--- src/rtl/melody_seq.sv ---
// melody_seq -- steps through a fixed 32-entry song ROM at a programmable
// beat rate. Each step it presents a half-period divider and a signed
// amplitude pair to the square-wave note generator.
//
// Ports:
//   clk, rst_n            system clock, asynchronous active-low reset
//   play_pause, stop      one-cycle transport pulses (stop has priority)
//   loop_en               1 = wrap at song end, 0 = stop at song end
//   vol_up, vol_down      one-cycle volume pulses, saturating 0..7
//   oct_up, oct_down      one-cycle octave pulses, saturating 0..2
//   mute                  level, forces zero amplitude
//   note_div              half-period divider (generator toggles every note_div+1)
//   volumn_up/volumn_down +A / -A amplitude, two's complement
//   playing, beat_idx, vol_level, octave   status
//
// state | meaning
// ------+---------------------------------------------------------------
// STOP  | idle at index 0, outputs silent, note_div = 0
// PLAY  | tick counter running, index advances every T cycles
// PAUSE | index and tick held, amplitude silent, note_div held

module melody_seq #(
   parameter int CLK_FREQ = 100_000_000,
   parameter int BEAT_HZ  = 8,
   parameter int SONG_LEN = 32
) (
   input  logic        clk,
   input  logic        rst_n,
   input  logic        play_pause,
   input  logic        stop,
   input  logic        loop_en,
   input  logic        vol_up,
   input  logic        vol_down,
   input  logic        oct_up,
   input  logic        oct_down,
   input  logic        mute,
   output logic [21:0] note_div,
   output logic [15:0] volumn_up,
   output logic [15:0] volumn_down,
   output logic        playing,
   output logic [4:0]  beat_idx,
   output logic [2:0]  vol_level,
   output logic [1:0]  octave
);

   localparam int T      = CLK_FREQ / BEAT_HZ;
   localparam int TICK_W = (T > 1) ? $clog2(T) : 1;
   localparam logic [TICK_W-1:0] TICK_LOAD = TICK_W'(T - 1);
   localparam logic [4:0] IDX_LAST = 5'(SONG_LEN - 1);

   typedef enum logic [1:0] {
      S_STOP  = 2'd0,
      S_PLAY  = 2'd1,
      S_PAUSE = 2'd2
   } state_t;

   state_t state;

   // Divider per (octave, note code). Low octave halves the mid frequency,
   // so floor(CLK/(2*f_mid/2)) = floor(CLK/f_mid); each octave up doubles
   // the divisor. Code 0 (rest) and octave 3 map to 0.
   function automatic logic [21:0] note_div_of(input int code, input int oct);
      int f_mid;
      int q;
      case (code)
         1:       f_mid = 262;
         2:       f_mid = 294;
         3:       f_mid = 330;
         4:       f_mid = 349;
         5:       f_mid = 392;
         6:       f_mid = 440;
         7:       f_mid = 494;
         default: f_mid = 0;
      endcase
      if (f_mid == 0 || oct > 2) begin
         return 22'd0;
      end
      q = CLK_FREQ / (f_mid << oct);
      return 22'(q - 1);
   endfunction

   logic [21:0] div_tbl [4][8];

   for (genvar o = 0; o < 4; o++) begin : g_oct
      for (genvar c = 0; c < 8; c++) begin : g_code
         assign div_tbl[o][c] = note_div_of(c, o);
      end
   end

   logic [TICK_W-1:0] tick_cnt;
   logic [TICK_W-1:0] step_tick;
   logic [4:0]        step_idx;
   logic              step_end;
   logic              advance;
   logic [2:0]        note_code;
   logic              sounding;
   logic [15:0]       amp;

   // Song ROM: every eighth entry is a rest, the rest cycle C..B.
   assign note_code = (beat_idx[2:0] == 3'd7) ? 3'd0 : beat_idx[2:0] + 3'd1;

   // Tick counter runs down; terminal count 0 reloads and advances the index.
   // The resume edge counts as a PLAY cycle so each index still spans
   // exactly T cycles of PLAY when paused mid-step.
   always_comb begin
      step_tick = tick_cnt - 1'b1;
      step_idx  = beat_idx;
      step_end  = 1'b0;
      if (tick_cnt == '0) begin
         step_tick = TICK_LOAD;
         step_idx  = beat_idx + 5'd1;
         step_end  = (beat_idx == IDX_LAST) && !loop_en;
      end
      advance  = ((state == S_PLAY) && !play_pause) ||
                 ((state == S_PAUSE) && play_pause);
      sounding = (state == S_PLAY) && (note_code != 3'd0) && !mute &&
                 (vol_level != 3'd0);
      amp      = {2'b00, vol_level, 11'd0};
   end

   always_ff @(posedge clk or negedge rst_n) begin
      if (!rst_n) begin
         state       <= S_STOP;
         tick_cnt    <= TICK_LOAD;
         beat_idx    <= 5'd0;
         playing     <= 1'b0;
         vol_level   <= 3'd3;
         octave      <= 2'd1;
         note_div    <= 22'd0;
         volumn_up   <= 16'd0;
         volumn_down <= 16'd0;
      end else begin
         if (stop) begin
            state    <= S_STOP;
            playing  <= 1'b0;
            beat_idx <= 5'd0;
            tick_cnt <= TICK_LOAD;
         end else begin
            case (state)
               S_STOP: begin
                  if (play_pause) begin
                     state    <= S_PLAY;
                     playing  <= 1'b1;
                     beat_idx <= 5'd0;
                     tick_cnt <= TICK_LOAD;
                  end
               end
               S_PLAY: begin
                  if (play_pause) begin
                     state   <= S_PAUSE;
                     playing <= 1'b0;
                  end
               end
               S_PAUSE: begin
                  if (play_pause) begin
                     state   <= S_PLAY;
                     playing <= 1'b1;
                  end
               end
               default: begin
                  state   <= S_STOP;
                  playing <= 1'b0;
               end
            endcase

            if (advance) begin
               tick_cnt <= step_tick;
               beat_idx <= step_idx;
               if (step_end) begin
                  state    <= S_STOP;
                  playing  <= 1'b0;
                  beat_idx <= 5'd0;
               end
            end
         end

         if (vol_up && !vol_down && vol_level != 3'd7) begin
            vol_level <= vol_level + 3'd1;
         end else if (vol_down && !vol_up && vol_level != 3'd0) begin
            vol_level <= vol_level - 3'd1;
         end

         if (oct_up && !oct_down && octave < 2'd2) begin
            octave <= octave + 2'd1;
         end else if (oct_down && !oct_up && octave != 2'd0) begin
            octave <= octave - 2'd1;
         end

         case (state)
            S_PLAY:  note_div <= div_tbl[octave][note_code];
            S_PAUSE: note_div <= note_div;
            default: note_div <= 22'd0;
         endcase
         volumn_up   <= sounding ? amp : 16'd0;
         volumn_down <= sounding ? (16'd0 - amp) : 16'd0;
      end
   end

endmodule

--- config.mk ---
export PLATFORM = sky130hd
export DESIGN_NAME = melody_seq
export DESIGN_NICKNAME = d
export VERILOG_FILES = /design/src/rtl/melody_seq.sv
export SDC_FILE = /design/constraint.sdc
export NUM_CORES = 1
export LEC_CHECK = 0
export ABC_AREA = 1
export CAP_MARGIN = 30
export CORE_MARGIN = 2
export CORE_UTILIZATION = 55
export CTS_BUF_LIST = sky130_fd_sc_hd__clkbuf_16
export DETAILED_ROUTE_END_ITERATION = 8
export HOLD_SLACK_MARGIN = 0.02
export PLACE_DENSITY = 0.79
export SLEW_MARGIN = 10
export SYNTH_ARGS = -nofsm -noshare
export SYNTH_HDL_FRONTEND = slang
export SYNTH_SLANG_ARGS = --single-unit
export TNS_END_PERCENT = 10
--- constraint.sdc ---
create_clock -name clk -period 3.95 [get_ports clk]
set_clock_uncertainty 0.2 [all_clocks]
set_input_delay 0.9875 -clock clk [delete_from_list [all_inputs] [get_ports clk]]
set_output_delay 0.9875 -clock clk [all_outputs]
set_load 0.01 [all_outputs]
==> impl_results.md, run 1 <==
* Placed Area at 4510 um^2
* Adder-Cell Fraction of Synth Area at 0.0411
* Leak pwr at 2.36 nW
* Clk slew on worst S/H paths at 0.06 ns
* Final setup violation count at 0
* Top cell type's share of synthesized area at 0.260
* Die Span X at 90.7 um
* Share of flip-flops with an asynchronous set or reset after synthesis at 1.00
* Total power of the final layout at 2.60 mW
* Part of the total power dissipated in combinational logic at 0.313
* EDFF count, synth at 0
* Internal Dissipation at 1.72 mW
* Overall global routing resource usage at 0.250
* Hpwl dp at 7.02 mm
* Final Worst Setup Slack at 1.06 ns
* Status: finished, final reports clean
* Crit path time final at 2.89 ns
* Fraction of final layout cells sized beyond drive strength 1 at 0.101
* Worst min-delay path class: reg -> reg
* Count of H-tree levels built during CTS at 3
* Number of maximum-capacitance violations at 0
* TritonCTS Buffers at 9
* TritonCTS clock tree: yes
* Number of DRC markers after the initial detailed-route iteration at 330
* Share of the cycle needed by the critical path after routing at 0.731
* Fraction of the yosys area taken by sequential cells at 0.381
* Transition time at the pin with the least slew margin at 0.765 ns
* Library cell with the largest summed area after synthesis: dfrtp_1
* Max Clk Rate at 346 MHz
* Number of I/O port buffers at 47
* Critical path's most frequent cell: ha_1
* Data required time of the critical path at 4.00 ns
* Largest net degree at the start of global routing at 42
* Count of vias placed by the detailed router at 3788
* Post-synthesis mux area share at 0
* Deepest clock path buffer count at 2
* Worst setup slack before clock tree synthesis at 1.03 ns
* Synthesized instance count at 569
* Hold-fix buffer count after cts at 0
* Setup slack on the worst flop-to-flop path at 1.06 ns
* Compound-cell area share of the yosys netlist at 0.0893
* Total grt overflow at 0
* Core area at 7250 um^2
* Max-slew violations at 0
* Terminus of the critical flop-to-flop path: volumn_down[14]
* Total negative setup slack at 0 ns
* Seq pwr share at 0.310
* Main combinational cell family by area after synthesis: simple AND/OR/NAND/NOR gates
* Number of ports placed on the die boundary at 75
* Depth of the critical timing path with buffers and inverters included at 6
* Most used flip-flop cell after synthesis: dfrtp_1
* Wire length of the first global-routing pass at 16.8 mm
* Worst rel slew slack at 0.488
* Clk Latency, worst-skew pair at 0.33 ns
* Design Area, Final at 4900 um^2
* Final layout net count at 633
* Syn-to-layout area delta at 18.4%
* Post-CTS Setup Repair Bufs at 0
* Proportion of power drawn by the clock network at 0.377
* Reg2reg path depth at 6
* Cell Count Post-Placement at 697
* Number of buffer and inverter stages on the critical path at 1
* Largest vdd supply drop at 0.000386 V
* Final weighted congestion in routability-driven placement at 0.952
* Top delay family on crit path: adder cells
* Antenna diode count at 0
* Post-CTS sizing at 0
* Detailed-router iteration count before antenna repair at 5
* Simple logic cell fraction of the synthesized area at 0.343
* Total routed wirelength at 9.91 mm
* Power density over the cells at 532 nW/um^2
* Finished Layout Cells at 714
* Number of rows created at floorplan at 31
* Overall die height at 90.7 um
* Clock sink total at 62
* Hold endpoint: note_div[17]
* Maximum cell stage delay along the critical path at 0.69 ns
* Startpoint kind of the worst setup timing path: flop
* Total DRC errors in the routed layout at 0
* Cell with the largest stage delay on the worst path: ha_1
* Utilization after layout at 0.675
* RSZ-0062 raised after global routing: no
* Final number of hold-violating endpoints at 0
* Launch point of the worst hold path: note_div[17]
* Arrival time at the worst endpoint at 2.93 ns
* Clock tree root buffer cell: clkbuf_16
* Vias per cell at 5.31
* Net switching power of the design at 0.881 mW
* Mapped Avg Cell Area at 7.27 um^2
* Initial antenna violation count at 0
* Routed wire per std cell at 13.9 um
* Net switching fraction of the power at 0.338
* Starting Density at 0.570
* FF+latch count, synth at 62
* Library cells used by synthesis at 37
* Synthesized area at 4140 um^2
* Critical-path cell list: ha_1 -> ha_1 -> inv_1 -> nand2_1 -> nand3_1 -> a31oi_1
* Hold Worst Slack at 0.286 ns
* Overall die area at 8230 um^2
* FF-to-FF Start: beat_idx[0]
* Main area contributors after synthesis: dfrtp_1 (26%), nand2_1 (16%), dfstp_2 (12%)
* Filler cell count at 606
* Type of element capturing the critical path: flop
* Via count of the first global-routing pass at 3642
* Count of yosys warnings during synthesis at 0
* Category of the most critical setup path: reg -> reg
* Hold Path Depth at 2
* Number of antenna-violating nets in the routed design at 0
* Maximum fanout count along the critical path at 22
* Xor/xnor share of the synthesized area at 0.0254
layout by cell type (no fill, tap or decap), drive strengths merged, types with 3 or more instances in the layout:
master / count
clkdlybuf4s50: 46
o211ai: 4
conb: 27
nand3b: 7
o21ai: 41
nand3: 44
xor2: 12
bufinv: 4
ha: 12
nand4: 4
nand2: 178
dfstp: 19
buf: 3
or2: 3
nor2: 84
clkbuf: 9
a21oi: 17
inv: 48
dfrtp: 43
logic make-up after synthesis:
family / after synthesis
and+or+nand+nor: 323
buffers and inverters: 92
AOI/OAI and AO/OA: 66
DFF: 62
adders and majority gates: 13
xor gates and xnor gates: 12
other: 1
how the worst max path moves through the flow:
stage | slack [ns] | from | endpoint
floorplan | 1.71 | vol_up | vol_level[2]
global placement | 1.15 | play_pause | tick_cnt[9]
detailed placement | 1.03 | vol_up | vol_level[2]
CTS | 1.13 | beat_idx[0] | volumn_down[14]
global route | 0.90 | beat_idx[0] | note_div[3]
finish | 1.06 | beat_idx[0] | volumn_down[14]
synthesized netlist by cell type, types with 4 or more instances:
| library cell | n |
|---|---|
| nand3b_1 | 6 |
| ha_1 | 12 |
| nand4_1 | 4 |
| nand2_1 | 173 |
| dfrtp_1 | 43 |
| dfstp_2 | 19 |
| a21oi_1 | 16 |
| buf_2 | 6 |
| o211ai_1 | 4 |
| buf_6 | 4 |
| nand3_1 | 42 |
| buf_4 | 30 |
| inv_1 | 44 |
| nor2_2 | 8 |
| nor2_1 | 74 |
| o21ai_0 | 40 |
| xor2_1 | 12 |
| clkbuf_1 | 4 |
layout make-up:
class                           count  area [um^2]  share of cell area
Multi-Input combinational cell    441         2160               0.442
Sequential cell                    62         1580               0.322
Timing Repair Buffer               49          488              0.0997
Clock buffer                        9          225              0.0460
Inverter                           47          176              0.0360
Clock inverter                      7          145              0.0296
Tap cell                           99          124              0.0253
metal layers:
layer,routed length [um],part of all wire,track usage
met3,675,0.068,0.0426
met2,4430,0.45,0.393
met1,4650,0.47,0.347
met5,0,0,0
met4,157,0.016,0.0910
power by group through the flow:
stage          Combinational [mW]  Sequential, mW  Clock, mW
2_1_floorplan               0.501           0.831          0
3_3_place_gp                0.787           0.812          0
3_5_place_dp                0.795           0.811          0
4_1_cts                     0.801           0.806      0.988
5_1_grt                     0.903           0.817       1.02
6_report                    0.815           0.807      0.981
tightest hold or removal path: stages (launching register included):
cell,delay (ns)
dfrtp_1,0.34
nand2_1,0.05
o21ai_0,0.06
flip-flops by register name, indices dropped and copies added (netlist names):
name,cells
volumn_down,4
tick_cnt,24
state,2
note_div,19
playing,1
vol_level,3
volumn_up,2
octave,2
beat_idx,5
Power figures use the tool's default switching activity.
==> inputs of run 2 (changes only) <==
--- a/config.mk
+++ b/config.mk
@@ -8,11 +8,11 @@
 export ABC_AREA = 1
 export CAP_MARGIN = 30
 export CORE_MARGIN = 2
-export CORE_UTILIZATION = 55
+export CORE_UTILIZATION = 48
 export CTS_BUF_LIST = sky130_fd_sc_hd__clkbuf_16
 export DETAILED_ROUTE_END_ITERATION = 8
 export HOLD_SLACK_MARGIN = 0.02
-export PLACE_DENSITY = 0.79
+export PLACE_DENSITY = 0.73
 export SLEW_MARGIN = 10
 export SYNTH_ARGS = -nofsm -noshare
 export SYNTH_HDL_FRONTEND = slang
==> constraint.sdc (replaced) <==
create_clock -name clk -period 2.4 [get_ports clk]
set_clock_uncertainty 0.2 [all_clocks]
set_input_delay 0.6 -clock clk [delete_from_list [all_inputs] [get_ports clk]]
set_output_delay 0.6 -clock clk [all_outputs]
set_load 0.01 [all_outputs]
==> impl_results.md, run 2 (same netlist as run 1, synthesis figures left out) <==
* Status: finished, final reports clean
* Core area at 8300 um^2 (+14%)
* Register with the most flip-flops: tick_cnt
* Starting Density at 0.498 (-0.0719)
* Wire length of the first global-routing pass at 17.1 mm (+1.8%)
* Clock tree root buffer cell: clkbuf_16
* Crit path capture: vol_level[0]
* Via count of the first global-routing pass at 3589 (-1.5%)
* TritonCTS Buffers at 9 (unchanged)
* Clock sink total at 62 (unchanged)
* Number of DRC markers after the initial detailed-route iteration at 257 (-22%)
* Largest vdd supply drop at 0.000510 V (+32%)
* Routed wire per std cell at 13.6 um (-2.2%)
* Share of the cycle needed by the critical path after routing at 0.942
* Category of the most critical setup path: reg -> out
* Post-CTS Setup Repair Bufs at 0 (unchanged)
* Critical-path cell list: clkdlybuf4s50_1
* Number of rows created at floorplan at 33 (+6.5%)
* Overall die area at 9370 um^2 (+14%)
* Terminus of the critical flop-to-flop path: note_div[5]
* Registers with the highest flip-flop counts: tick_cnt (24), note_div (19), beat_idx (5)
* Hold-fix buffer count after cts at 0 (unchanged)
* Total routed wirelength at 10.0 mm (+1.2%)
* Die Span X at 96.8 um (+6.7%)
* Arrival time at the worst endpoint at 1.46 ns (-1.47 ns)
* Worst setup slack before clock tree synthesis at -0.0306 ns (-1.06 ns)
* Total grt overflow at 0 (unchanged)
* Detailed-router iteration count before antenna repair at 5 (unchanged)
* Clk Latency, worst-skew pair at 0.33 ns (about the same)
* Most common library cell in the layout ignoring fill and taps: nand2_1
* Syn-to-layout area delta at 20.2%
* Top delay family on crit path: flip-flops
* Utilization after layout at 0.599 (-0.0759)
* Worst min-delay path class: in -> async
* TritonCTS clock tree: yes
* Total power of the final layout at 3.98 mW (+53%)
* RSZ-0062 raised after global routing: no
* Largest net degree at the start of global routing at 47 (+12%)
* Number of ports placed on the die boundary at 75 (unchanged)
* Final weighted congestion in routability-driven placement at 0.929 (-2.4%)
* Reg2reg path depth at 11 (+5)
* Number of buffer and inverter stages on the critical path at 1 (unchanged)
* Number of maximum-capacitance violations at 0 (unchanged)
* Type of element capturing the critical path: output pin
* Deepest clock path buffer count at 2 (unchanged)
* Clk slew on worst S/H paths at 0.05 ns (about the same)
* Placed Area at 4680 um^2 (+3.8%)
* Startpoint kind of the worst setup timing path: flop
* Data required time of the critical path at 1.60 ns (-2.40 ns)
* Cell with the largest stage delay on the worst path: dfstp_2
* Overall die height at 96.8 um (+6.7%)
* FF-to-FF Start: beat_idx[0]
* Final number of hold-violating endpoints at 0 (unchanged)
* Total negative setup slack at 0 ns (unchanged)
* Number of antenna-violating nets in the routed design at 0 (unchanged)
* Leading cell types in the layout, fill and taps excluded: nand2_1 (173), nor2_1 (74), clkdlybuf4s50_1 (46), inv_1 (45), dfrtp_1 (43)
* Final layout net count at 652 (+3.0%)
* Initial antenna violation count at 0 (unchanged)
* Depth of the critical timing path with buffers and inverters included at 1 (-5)
* Post-CTS sizing at 0 (unchanged)
* Final setup violation count at 0 (unchanged)
* Leak pwr at 2.42 nW (+2.5%)
* Setup slack on the worst flop-to-flop path at 0.15 ns (-0.91 ns)
* Fraction of final layout cells sized beyond drive strength 1 at 0.126 (+0.0254)
* Final Worst Setup Slack at 0.138 ns (-0.924 ns)
* Antenna diode count at 0 (unchanged)
* Count of H-tree levels built during CTS at 3 (unchanged)
* Worst rel slew slack at 0.612 (+0.123)
* Count of vias placed by the detailed router at 3820 (+0.84%)
* Worst setup startpoint: vol_level[0]
* Transition time at the pin with the least slew margin at 0.582 ns (-0.183 ns)
* Max Clk Rate at 442 MHz
* Max reg flops at 24 (unchanged)
* Hpwl dp at 7.29 mm (+3.9%)
* Number of I/O port buffers at 47 (unchanged)
* Max-slew violations at 0 (unchanged)
* Vias per cell at 5.17 (-2.6%)
* Total DRC errors in the routed layout at 0 (unchanged)
* Crit path time final at 2.26 ns
* Power density over the cells at 801 nW/um^2 (+51%)
* Maximum cell stage delay along the critical path at 0.58 ns (-0.11 ns)
* Maximum fanout count along the critical path at 5 (-77%)
* Overall global routing resource usage at 0.220 (-0.0300)
* Design Area, Final at 4970 um^2 (+1.6%)
==> run 2: cell types whose count changed in the layout (fill, tap and decap cells not counted) <==
cell,delta
clkinvlp_4,+2
inv_6,-1
clkinv_2,+2
inv_1,+1
bufinv_16,-3
buf_12,+1
clkinv_4,-1
buf_4,+19
buf_8,-1
==> run 2: routing by layer <==
layer | track usage | vias up | wire length [um]
met3 | 0.0491 | 12 | 683
met4 | 0.0769 | 0 | 124
met2 | 0.321 | 144 | 4350
met1 | 0.320 | 1789 | 4870
li1 | - | 1875 | -
met5 | 0 | - | 0
==> run 2: layout make-up <==
cell class                 instances  area [um^2]
clock buffer                       9          225
sequential                        62         1580
clock inverter                     7         66.3
tap                              105          131
inverter                          47          176
fill                             729         3330
multi-input combinational        441         2160
timing repair buffer              68          636
==> run 2: worst min path at each step <==
stage               cells after the start  slack, ns           end          from
floorplan                               0       0.10   beat_idx[0]         rst_n
finish                                  1       0.01  note_div[17]         rst_n
global route                            1       0.04   note_div[9]         rst_n
detailed placement                      2       0.27  note_div[14]  note_div[14]
global placement                        2       0.27  note_div[16]  note_div[16]
CTS                                     1       0.02   note_div[9]         rst_n
==> run 2: power breakdown <==
part / internal, mW / total (mW) / switching (mW)
combinational: 0.569 / 1.42 / 0.854
clock: 0.795 / 1.26 / 0.464
sequential: 1.19 / 1.30 / 0.106
==> run 2: through the flow <==
stage | instances | hold slack, ns
floorplan | 595 | 0.104
global placement | 723 | 0.267
detailed placement | 723 | 0.266
CTS | 739 | 0.0212
global route | 739 | 0.0387
finish | 739 | 0.0113
==> inputs of run 3 (changes only) <==
--- a/config.mk
+++ b/config.mk
@@ -12,6 +12,7 @@
 export CTS_BUF_LIST = sky130_fd_sc_hd__clkbuf_16
 export DETAILED_ROUTE_END_ITERATION = 8
 export HOLD_SLACK_MARGIN = 0.02
+export MAX_ROUTING_LAYER = met4
 export PLACE_DENSITY = 0.73
 export SLEW_MARGIN = 10
 export SYNTH_ARGS = -nofsm -noshare
==> impl_results.md, run 3 (same netlist as run 1, synthesis figures left out) <==
* Initial antenna violation count at 0 (unchanged)
* Final layout net count at 653 (+0.15%)
* Reg2reg path depth at 9 (-2)
* Routed wire per std cell at 13.5 um (-0.49%)
* Number of DRC markers after the initial detailed-route iteration at 280 (+8.9%)
* Register with the most flip-flops: tick_cnt
* Maximum cell stage delay along the critical path at 0.60 ns (+0.02 ns)
* Post-CTS Setup Repair Bufs at 0 (unchanged)
* Total routed wirelength at 9.99 mm (-0.36%)
* Worst setup startpoint: vol_level[0]
* Wire length of the first global-routing pass at 17.2 mm (+0.25%)
* Power density over the cells at 817 nW/um^2 (+2.0%)
* Largest net degree at the start of global routing at 47 (unchanged)
* Hpwl dp at 7.36 mm (+0.91%)
* Detailed-router iteration count before antenna repair at 5 (unchanged)
* Total power of the final layout at 4.09 mW (+2.7%)
* Count of vias placed by the detailed router at 3775 (-1.2%)
* Antenna diode count at 0 (unchanged)
* Max Clk Rate at 437 MHz (-1.1%)
* Leading cell types in the layout, fill and taps excluded: nand2_1 (173), nor2_1 (74), clkdlybuf4s50_1 (45), inv_1 (44), dfrtp_1 (43)
* Part of the total power dissipated in combinational logic at 0.340 (-0.017)
* Number of rows created at floorplan at 33 (unchanged)
* Internal Dissipation at 2.66 mW (+3.8%)
* Top delay family on crit path: flip-flops
* Number of antenna-violating nets in the routed design at 0 (unchanged)
* Largest vdd supply drop at 0.000406 V (-21%)
* TritonCTS clock tree: yes
* Max-slew violations at 0 (unchanged)
* Number of buffer and inverter stages on the critical path at 1 (unchanged)
* Net switching power of the design at 1.44 mW (+0.81%)
* Clock sink total at 62 (unchanged)
* Vias per cell at 5.10 (-1.3%)
* Worst setup slack before clock tree synthesis at -0.0331 ns (-0.00249 ns)
* Total DRC errors in the routed layout at 0 (unchanged)
* Most common library cell in the layout ignoring fill and taps: nand2_1
* Max reg flops at 24 (unchanged)
* Utilization after layout at 0.604 (+0.00452)
* Die Span X at 96.8 um (unchanged)
* Clk Latency, worst-skew pair at 0.34 ns (about the same)
* Arrival time at the worst endpoint at 1.49 ns (+0.03 ns)
* Final setup violation count at 0 (unchanged)
* Registers with the highest flip-flop counts: tick_cnt (24), note_div (19), beat_idx (5)
* Status: finished, final reports clean
* Maximum fanout count along the critical path at 5 (unchanged)
* Crit path capture: vol_level[0]
* FF-to-FF Start: beat_idx[0]
* Finished Layout Cells at 740 (+0.14%)
* Share of the cycle needed by the critical path after routing at 0.952 (+0.0101)
* Type of element capturing the critical path: output pin
* Category of the most critical setup path: reg -> out
* Seq pwr share at 0.324 (-0.002)
* Number of maximum-capacitance violations at 0 (unchanged)
* Final number of hold-violating endpoints at 0 (unchanged)
* Overall global routing resource usage at 0.230 (+0.0106)
* Cell with the largest stage delay on the worst path: dfstp_2
* Data required time of the critical path at 1.60 ns (about the same)
* Total negative setup slack at 0 ns (unchanged)
* Starting Density at 0.498 (unchanged)
* Proportion of power drawn by the clock network at 0.336 (+0.020)
* RSZ-0062 raised after global routing: no
* Startpoint kind of the worst setup timing path: flop
* Worst min-delay path class: reg -> reg
* Cell Count Post-Placement at 723 (unchanged)
* Hold Path Depth at 2
* Overall die height at 96.8 um (unchanged)
* Overall die area at 9370 um^2 (unchanged)
* Number of I/O port buffers at 47 (unchanged)
* Crit path time final at 2.29 ns (+0.0241 ns)
* Terminus of the critical flop-to-flop path: note_div[14]
* Via count of the first global-routing pass at 3629 (+1.1%)
* Number of ports placed on the die boundary at 75 (unchanged)
* Core area at 8300 um^2 (unchanged)
* Critical-path cell list: clkdlybuf4s50_1
* Syn-to-layout area delta at 21.1%
* Net switching fraction of the power at 0.351 (-0.00672)
* Count of H-tree levels built during CTS at 3 (unchanged)
* TritonCTS Buffers at 9 (unchanged)
* Clock tree root buffer cell: clkbuf_16
* Fraction of final layout cells sized beyond drive strength 1 at 0.124 (-0.00177)
* Final Worst Setup Slack at 0.114 ns (-0.0241 ns)
* Deepest clock path buffer count at 2 (unchanged)
* Setup slack on the worst flop-to-flop path at 0.15 ns (about the same)
* Total grt overflow at 0 (unchanged)
* Final weighted congestion in routability-driven placement at 0.920 (-1.0%)
* Leak pwr at 2.44 nW (+0.98%)
* Clk slew on worst S/H paths at 0.05 ns (about the same)
* Depth of the critical timing path with buffers and inverters included at 1 (unchanged)
==> run 3: layer usage <==
metal	part of all wire	global-route usage	vias to the layer above
li1	-	-	1870
met1	0.50	0.329	1757
met2	0.42	0.324	133
met3	0.061	0.0462	15
met4	0.015	0.0834	0
met5	0	-	-
==> run 3: worst min-delay path, stage by stage, from the launching register on <==
cell	delay (ns)
dfrtp_1	0.34
nand2_1	0.06
nand2_1	0.05
==> run 3: area by class of cell <==
cell class | instances | area (um^2)
fillers | 760 | 3290
multi-input cells | 441 | 2160
flip-flops and latches | 62 | 1580
repair buffers | 69 | 648
clock buffers | 9 | 225
inverters | 47 | 179
well taps | 105 | 131
clock inverters | 7 | 88.8
==> run 3: worst min-delay path by stage <==
| stage | startpoint | end | slack [ns] |
|---|---|---|---|
| floorplan | rst_n | beat_idx[0] | 0.10 |
| global placement | note_div[7] | note_div[7] | 0.27 |
| detailed placement | note_div[4] | note_div[4] | 0.27 |
| CTS | note_div[15] | note_div[15] | 0.29 |
| global route | note_div[11] | note_div[11] | 0.30 |
| finish | note_div[12] | note_div[12] | 0.28 |
==> run 3: power groups by stage <==
stage / clock, mW / sequential [mW] / combinational, mW
floorplan: 0 / 1.37 / 0.825
global placement: 0 / 1.33 / 1.37
detailed placement: 0 / 1.33 / 1.38
CTS: 1.39 / 1.33 / 1.38
global route: 1.45 / 1.35 / 1.55
finish: 1.37 / 1.33 / 1.39
==> run 3: repair_timing <==
| action | in CTS | in global routing |
|---|---|---|
| endpoints found under the hold margin | 12 | 0 |
| hold buffers | 1 | 0 |
| endpoints found under the setup margin | 0 | 2 |
| gates resized for setup | 0 | 2 |
==> run 3: through the flow <==
stage | hold WS, ns | cell area, um^2
4_1_cts | 0.289 | 5000
3_5_place_dp | 0.272 | 4680
6_report | 0.285 | 5010
3_3_place_gp | 0.269 | 4680
5_1_grt | 0.300 | 5010
2_1_floorplan | 0.104 | 4230
